**config.mk**
```make
export PLATFORM = sky130hd
export DESIGN_NAME = uart_apb_master
export DESIGN_NICKNAME = d
export VERILOG_FILES = /design/src/rtl/uart_apb_pkg.sv /design/src/rtl/uart_apb_master.sv
export SDC_FILE = /design/constraint.sdc
export NUM_CORES = 1
export LEC_CHECK = 0
export ABC_AREA = 1
export CAP_MARGIN = 20
export CELL_PAD_IN_SITES_DETAIL_PLACEMENT = 1
export CELL_PAD_IN_SITES_GLOBAL_PLACEMENT = 1
export CORE_MARGIN = 2
export CORE_UTILIZATION = 26
export CTS_BUF_LIST = sky130_fd_sc_hd__clkbuf_2
export DETAILED_ROUTE_END_ITERATION = 16
export HOLD_SLACK_MARGIN = 0.1
export PLACE_DENSITY = 0.79
export SYNTH_ARGS = -nofsm -noshare
export SYNTH_HDL_FRONTEND = slang
export SYNTH_SLANG_ARGS = --single-unit
```
**constraint.sdc**
```tcl
create_clock -name PCLK -period 1.4 [get_ports PCLK]
set_clock_uncertainty 0.05 [all_clocks]
set_input_delay 0.28 -clock PCLK [delete_from_list [all_inputs] [get_ports PCLK]]
set_output_delay 0.28 -clock PCLK [all_outputs]
set_load 0.01 [all_outputs]
```
**src/rtl/uart_apb_pkg.sv**
```systemverilog
// Shared types and constants for the UART APB master.
// State encoding, UART register offsets and default bus widths.
package uart_apb_pkg;

   typedef enum logic [1:0] {
      ST_IDLE   = 2'd0,
      ST_SETUP  = 2'd1,
      ST_ACCESS = 2'd2,
      ST_RESP   = 2'd3
   } state_e;

   localparam int unsigned APB_AW      = 32;
   localparam int unsigned APB_DW      = 32;
   localparam int unsigned APB_TIMEOUT = 256;

   localparam logic [7:0] UART_CTRL    = 8'h00;
   localparam logic [7:0] UART_TX_DATA = 8'h04;
   localparam logic [7:0] UART_RX_DATA = 8'h08;
   localparam logic [7:0] UART_STATUS  = 8'h0C;

endpackage

```
**src/rtl/uart_apb_master.sv**
```systemverilog
// APB master: one valid/ready command in, one two-phase APB transfer,
// one valid/ready response out. One transfer outstanding at a time.
// Ports:
//   PCLK, PRESETn              clock, async active-low reset
//   cmd_valid/ready/write/addr/wdata   command channel
//   rsp_valid/ready/rdata/err          response channel
//   PSEL/PENABLE/PWRITE/PADDR/PWDATA   APB request
//   PRDATA/PREADY                      APB completion
// Optional: define UART_APB_MASTER_TIMEOUT_EN to abort ACCESS after
// TIMEOUT_CYCLES wait cycles (rsp_err=1); otherwise rsp_err is 0.
module uart_apb_master
   import uart_apb_pkg::*;
#(
   parameter int unsigned AW             = APB_AW,
   parameter int unsigned DW             = APB_DW,
   parameter int unsigned TIMEOUT_CYCLES = APB_TIMEOUT
) (
   input  logic          PCLK,
   input  logic          PRESETn,
   input  logic          cmd_valid,
   output logic          cmd_ready,
   input  logic          cmd_write,
   input  logic [AW-1:0] cmd_addr,
   input  logic [DW-1:0] cmd_wdata,
   output logic          rsp_valid,
   input  logic          rsp_ready,
   output logic [DW-1:0] rsp_rdata,
   output logic          rsp_err,
   output logic          PSEL,
   output logic          PENABLE,
   output logic          PWRITE,
   output logic [AW-1:0] PADDR,
   output logic [DW-1:0] PWDATA,
   input  logic [DW-1:0] PRDATA,
   input  logic          PREADY
);

   // A zero limit would also give a zero-width wait counter.
   if (TIMEOUT_CYCLES == 0) begin : g_bad_timeout
      $error("TIMEOUT_CYCLES must be nonzero");
   end

   state_e        state_q, state_d;
   logic          pwrite_q, pwrite_d;
   logic [AW-1:0] paddr_q, paddr_d;
   logic [DW-1:0] pwdata_q, pwdata_d;
   logic [DW-1:0] rdata_q, rdata_d;

`ifdef UART_APB_MASTER_TIMEOUT_EN
   localparam int unsigned CW = $clog2(TIMEOUT_CYCLES + 1);
   // Abort on the wait cycle that would bring the count to the limit.
   localparam logic [CW-1:0] LIM = CW'(TIMEOUT_CYCLES - 1);

   logic [CW-1:0] cnt_q, cnt_d;
   logic          err_q, err_d;
`endif

   always_comb begin
      state_d  = state_q;
      pwrite_d = pwrite_q;
      paddr_d  = paddr_q;
      pwdata_d = pwdata_q;
      rdata_d  = rdata_q;
`ifdef UART_APB_MASTER_TIMEOUT_EN
      cnt_d    = cnt_q;
      err_d    = err_q;
`endif
      case (state_q)
         ST_IDLE: begin
            if (cmd_valid) begin
               pwrite_d = cmd_write;
               paddr_d  = cmd_addr;
               pwdata_d = cmd_wdata;
               state_d  = ST_SETUP;
            end
         end
         ST_SETUP: begin
            state_d = ST_ACCESS;
`ifdef UART_APB_MASTER_TIMEOUT_EN
            cnt_d   = '0;
`endif
         end
         ST_ACCESS: begin
            // Ready wins over a timeout landing on the same cycle.
            if (PREADY) begin
               state_d = ST_RESP;
               rdata_d = pwrite_q ? '0 : PRDATA;
`ifdef UART_APB_MASTER_TIMEOUT_EN
               err_d   = 1'b0;
`endif
            end
`ifdef UART_APB_MASTER_TIMEOUT_EN
            else if (cnt_q == LIM) begin
               state_d = ST_RESP;
               rdata_d = '0;
               err_d   = 1'b1;
            end else begin
               cnt_d = cnt_q + 1'b1;
            end
`endif
         end
         ST_RESP: begin
            if (rsp_ready) begin
               state_d = ST_IDLE;
`ifdef UART_APB_MASTER_TIMEOUT_EN
               err_d   = 1'b0;
`endif
            end
         end
         default: state_d = ST_IDLE;
      endcase
   end

   always_ff @(posedge PCLK or negedge PRESETn) begin
      if (!PRESETn) begin
         state_q  <= ST_IDLE;
         pwrite_q <= 1'b0;
         paddr_q  <= '0;
         pwdata_q <= '0;
         rdata_q  <= '0;
      end else begin
         state_q  <= state_d;
         pwrite_q <= pwrite_d;
         paddr_q  <= paddr_d;
         pwdata_q <= pwdata_d;
         rdata_q  <= rdata_d;
      end
   end

`ifdef UART_APB_MASTER_TIMEOUT_EN
   always_ff @(posedge PCLK or negedge PRESETn) begin
      if (!PRESETn) begin
         cnt_q <= '0;
         err_q <= 1'b0;
      end else begin
         cnt_q <= cnt_d;
         err_q <= err_d;
      end
   end

   assign rsp_err = err_q;
`else
   assign rsp_err = 1'b0;
`endif

   // Handshake and APB strobes decode straight from the state register.
   assign cmd_ready = (state_q == ST_IDLE);
   assign PSEL      = (state_q == ST_SETUP) || (state_q == ST_ACCESS);
   assign PENABLE   = (state_q == ST_ACCESS);
   assign rsp_valid = (state_q == ST_RESP);
   assign rsp_rdata = rdata_q;
   assign PWRITE    = pwrite_q;
   assign PADDR     = paddr_q;
   assign PWDATA    = pwdata_q;

endmodule

```
==> run summary <==
Share of post-route cells with drive strength above 1 - 0.528
DP Worst Slack - -0.215 ns
Flop-to-flop setup slack - -0.26 ns
Num CTS Buffers - 9
FF+latch count, synth - 99
Post-route cell area - 8270 um2
# setup viols final - 169
Initial Util - 0.264
Clock period minus worst slack - 1.81 ns
Status - finished with violations
Area grow syn2layout - 107%
Layout Utilization - 0.546
Area leader, netlist - dfrtp_1
Kind of critical path - reg -> out
Worst slew pin tran - 0.613 ns
Max cap viols - 0
CTS tree - done
Vias per cell - 4.70
CTS H-tree depth - 3
Final hold vios - 0
Area after DPL - 6250 um2
Worst-path clk slew - 0.28 ns
Yosys top cell area share - 0.619
Non-filler cells, final - 942
First-pass GRT wire length - 26.5 mm
ANT nets after route - 0
# IOs - 204
Post-Syn Nets - 550
Antenna fix cells - 0
Clock buffer depth - 2
Core footprint - 15100 um2
Largest net degree at the start of global routing - 100
Initial DRC Count - 171
Slew headroom - 0.591
CP max FO - 3
Commonest cells after routing, fill and taps aside - nand2_1 (123), dfrtp_1 (99), clkdlybuf4s50_1 (99)
Die Height - 128 um
Static Leak - 4.00 nW
Netlist Area Pre-Place - 4000 um2
Routed length per instance - 19.8 um
Vias in the first global route - 4727
Avg Cell Area, Syn - 8.99 um2
Vias - 4431
Worst path cell trace - buf_6 > ha_4 > buf_6
CP max-delay cell - dfrtp_1
Arr. time, crit path - 1.48 ns
Worst Setup End Kind - output pin
Area of the multi-input gates - 2200 um2
Die X - 128 um
Ratio of final minimum period to clock period - 1.30
RSZ-0062 raised after global routing - true
WL final - 18.6 mm
Peak supply drop - 816 uV
Post-synthesis sequential area ratio - 0.619
Syn Inst Count - 445
Worst EP required - 1.07 ns
Cell area power density - 2160 nW/um2
GRT Overall Usage - 0.212
Max incr delay on CP - 0.49 ns
GRT overflow - 0
Area contributors post-synth - dfrtp_1 (62%), nand2_1 (19%), nand3_1 (8.1%)
Residual DRC count - 0
Syn. warnings - 0
Register Area - 2480 um2
Initial antenna violation count - 0
Root Driver - clkbuf_2
Final setup margin - -0.413 ns
Commonest non-fill, non-tap cell in the layout - nand2_1
Most common cell on crit path - buf_6
Die area - 16400 um2
CP delay by family, top - flip-flops
GP Congestion - 0.754
Clk sinks - 99
Placed Cells - 818
Drt first pass iters - 4
Cell row count - 45
IO buf count - 202
# fillers - 1639
Layout Nets - 855
Final number of max-transition violations - 0
Failing checks - negative setup slack
Synth cell types - 16
Fmax - 552 MHz
Startpoint Class - register
Dpl hpwl - 9.23 mm
WP buf/inv - 2
Clock latency at the later pin of the worst-skew pair - 0.56 ns
Hold WC Path Type - in -> async
## state kept, by name, indices dropped and copies added (netlist names)
signal     flops
PWRITE         1
state_q        2
rsp_rdata     32
PADDR         32
PWDATA        32
## synthesized netlist by cell type, drive strengths merged
master and n:
a21oi 1, buf 27, clkbuf 4, conb 1, dfrtp 99, ha 3, inv 8, nand2 202
nand3 65, nand4 2, nor2 1, o21ai 32
## worst min-delay path: cells and delay by family
kind,cells,cell delay [ns]
buf+inv,3,0.99
## cells by family (layout without fill, tap and decap cells)
group / count (synthesis) / in the layout / share of synthesized area
AND/OR/NAND/NOR: 270 / 272 / 0.275
flip-flops: 99 / 99 / 0.619
buffers and inverters: 39 / 346 / 0.0541
AO/OA/AOI/OAI: 33 / 33 / 0.0413
adder cells (fa/ha/maj): 3 / 3 / 0.00938
other: 1 / 1 / 0.000937
## layer usage
layer  track usage  part of all wire  routed length (um)
met4        0.0588             0.020                 380
met1         0.257              0.39                7340
met2         0.383              0.54               10000
met5             0                 0                   0
met3        0.0405             0.047                 867
## what timing repair did
action                                  4_1_cts  5_1_grt
pin swaps                                    39       38
endpoints found under the setup margin      200      200
setup buffers                                37       44
endpoints found under the hold margin       101        9
resized for setup                           553      140
hold buffers                                  3        9
cloned                                       23        2
## worst paths after layout
path	cells after the start	to	from
min in group PCLK	3	PADDR[19]	cmd_addr[19]
min reg2reg	2	rsp_rdata[27]	rsp_rdata[27]
max in group asynchronous	3	PWRITE	PRESETn
min	3	rsp_rdata[29]	PRESETn
max	3	PENABLE	state_q[1]
max reg2reg	9	rsp_rdata[17]	state_q[1]
## area by class of cell
cell class	count	area share
multi-input cells	309	0.265
repair buffers	323	0.391
clock buffers	9	0.00545
clock inverters	6	0.00696
well taps	188	0.0284
inverters	8	0.00363
flip-flops and latches	99	0.300
## per-stage QoR
stage	power [mW]	hold slack [ns]	TNS, ns
after floorplan	7.79	-0.0656	0
after CTS	16.0	0.101	-31.40
after global routing	18.9	0.105	-28.49
after global placement	11.6	0.330	-5.97
final	17.9	0.153	-15.46
after detailed placement	11.9	0.337	-11.49
## where the power goes
part	switching, mW	leakage (nW)	internal, mW
clock network	0.998	0.0589	0.386
registers	0.910	1.26	4.16
logic	5.42	2.68	5.98
(Power assumes the default switching activity.)
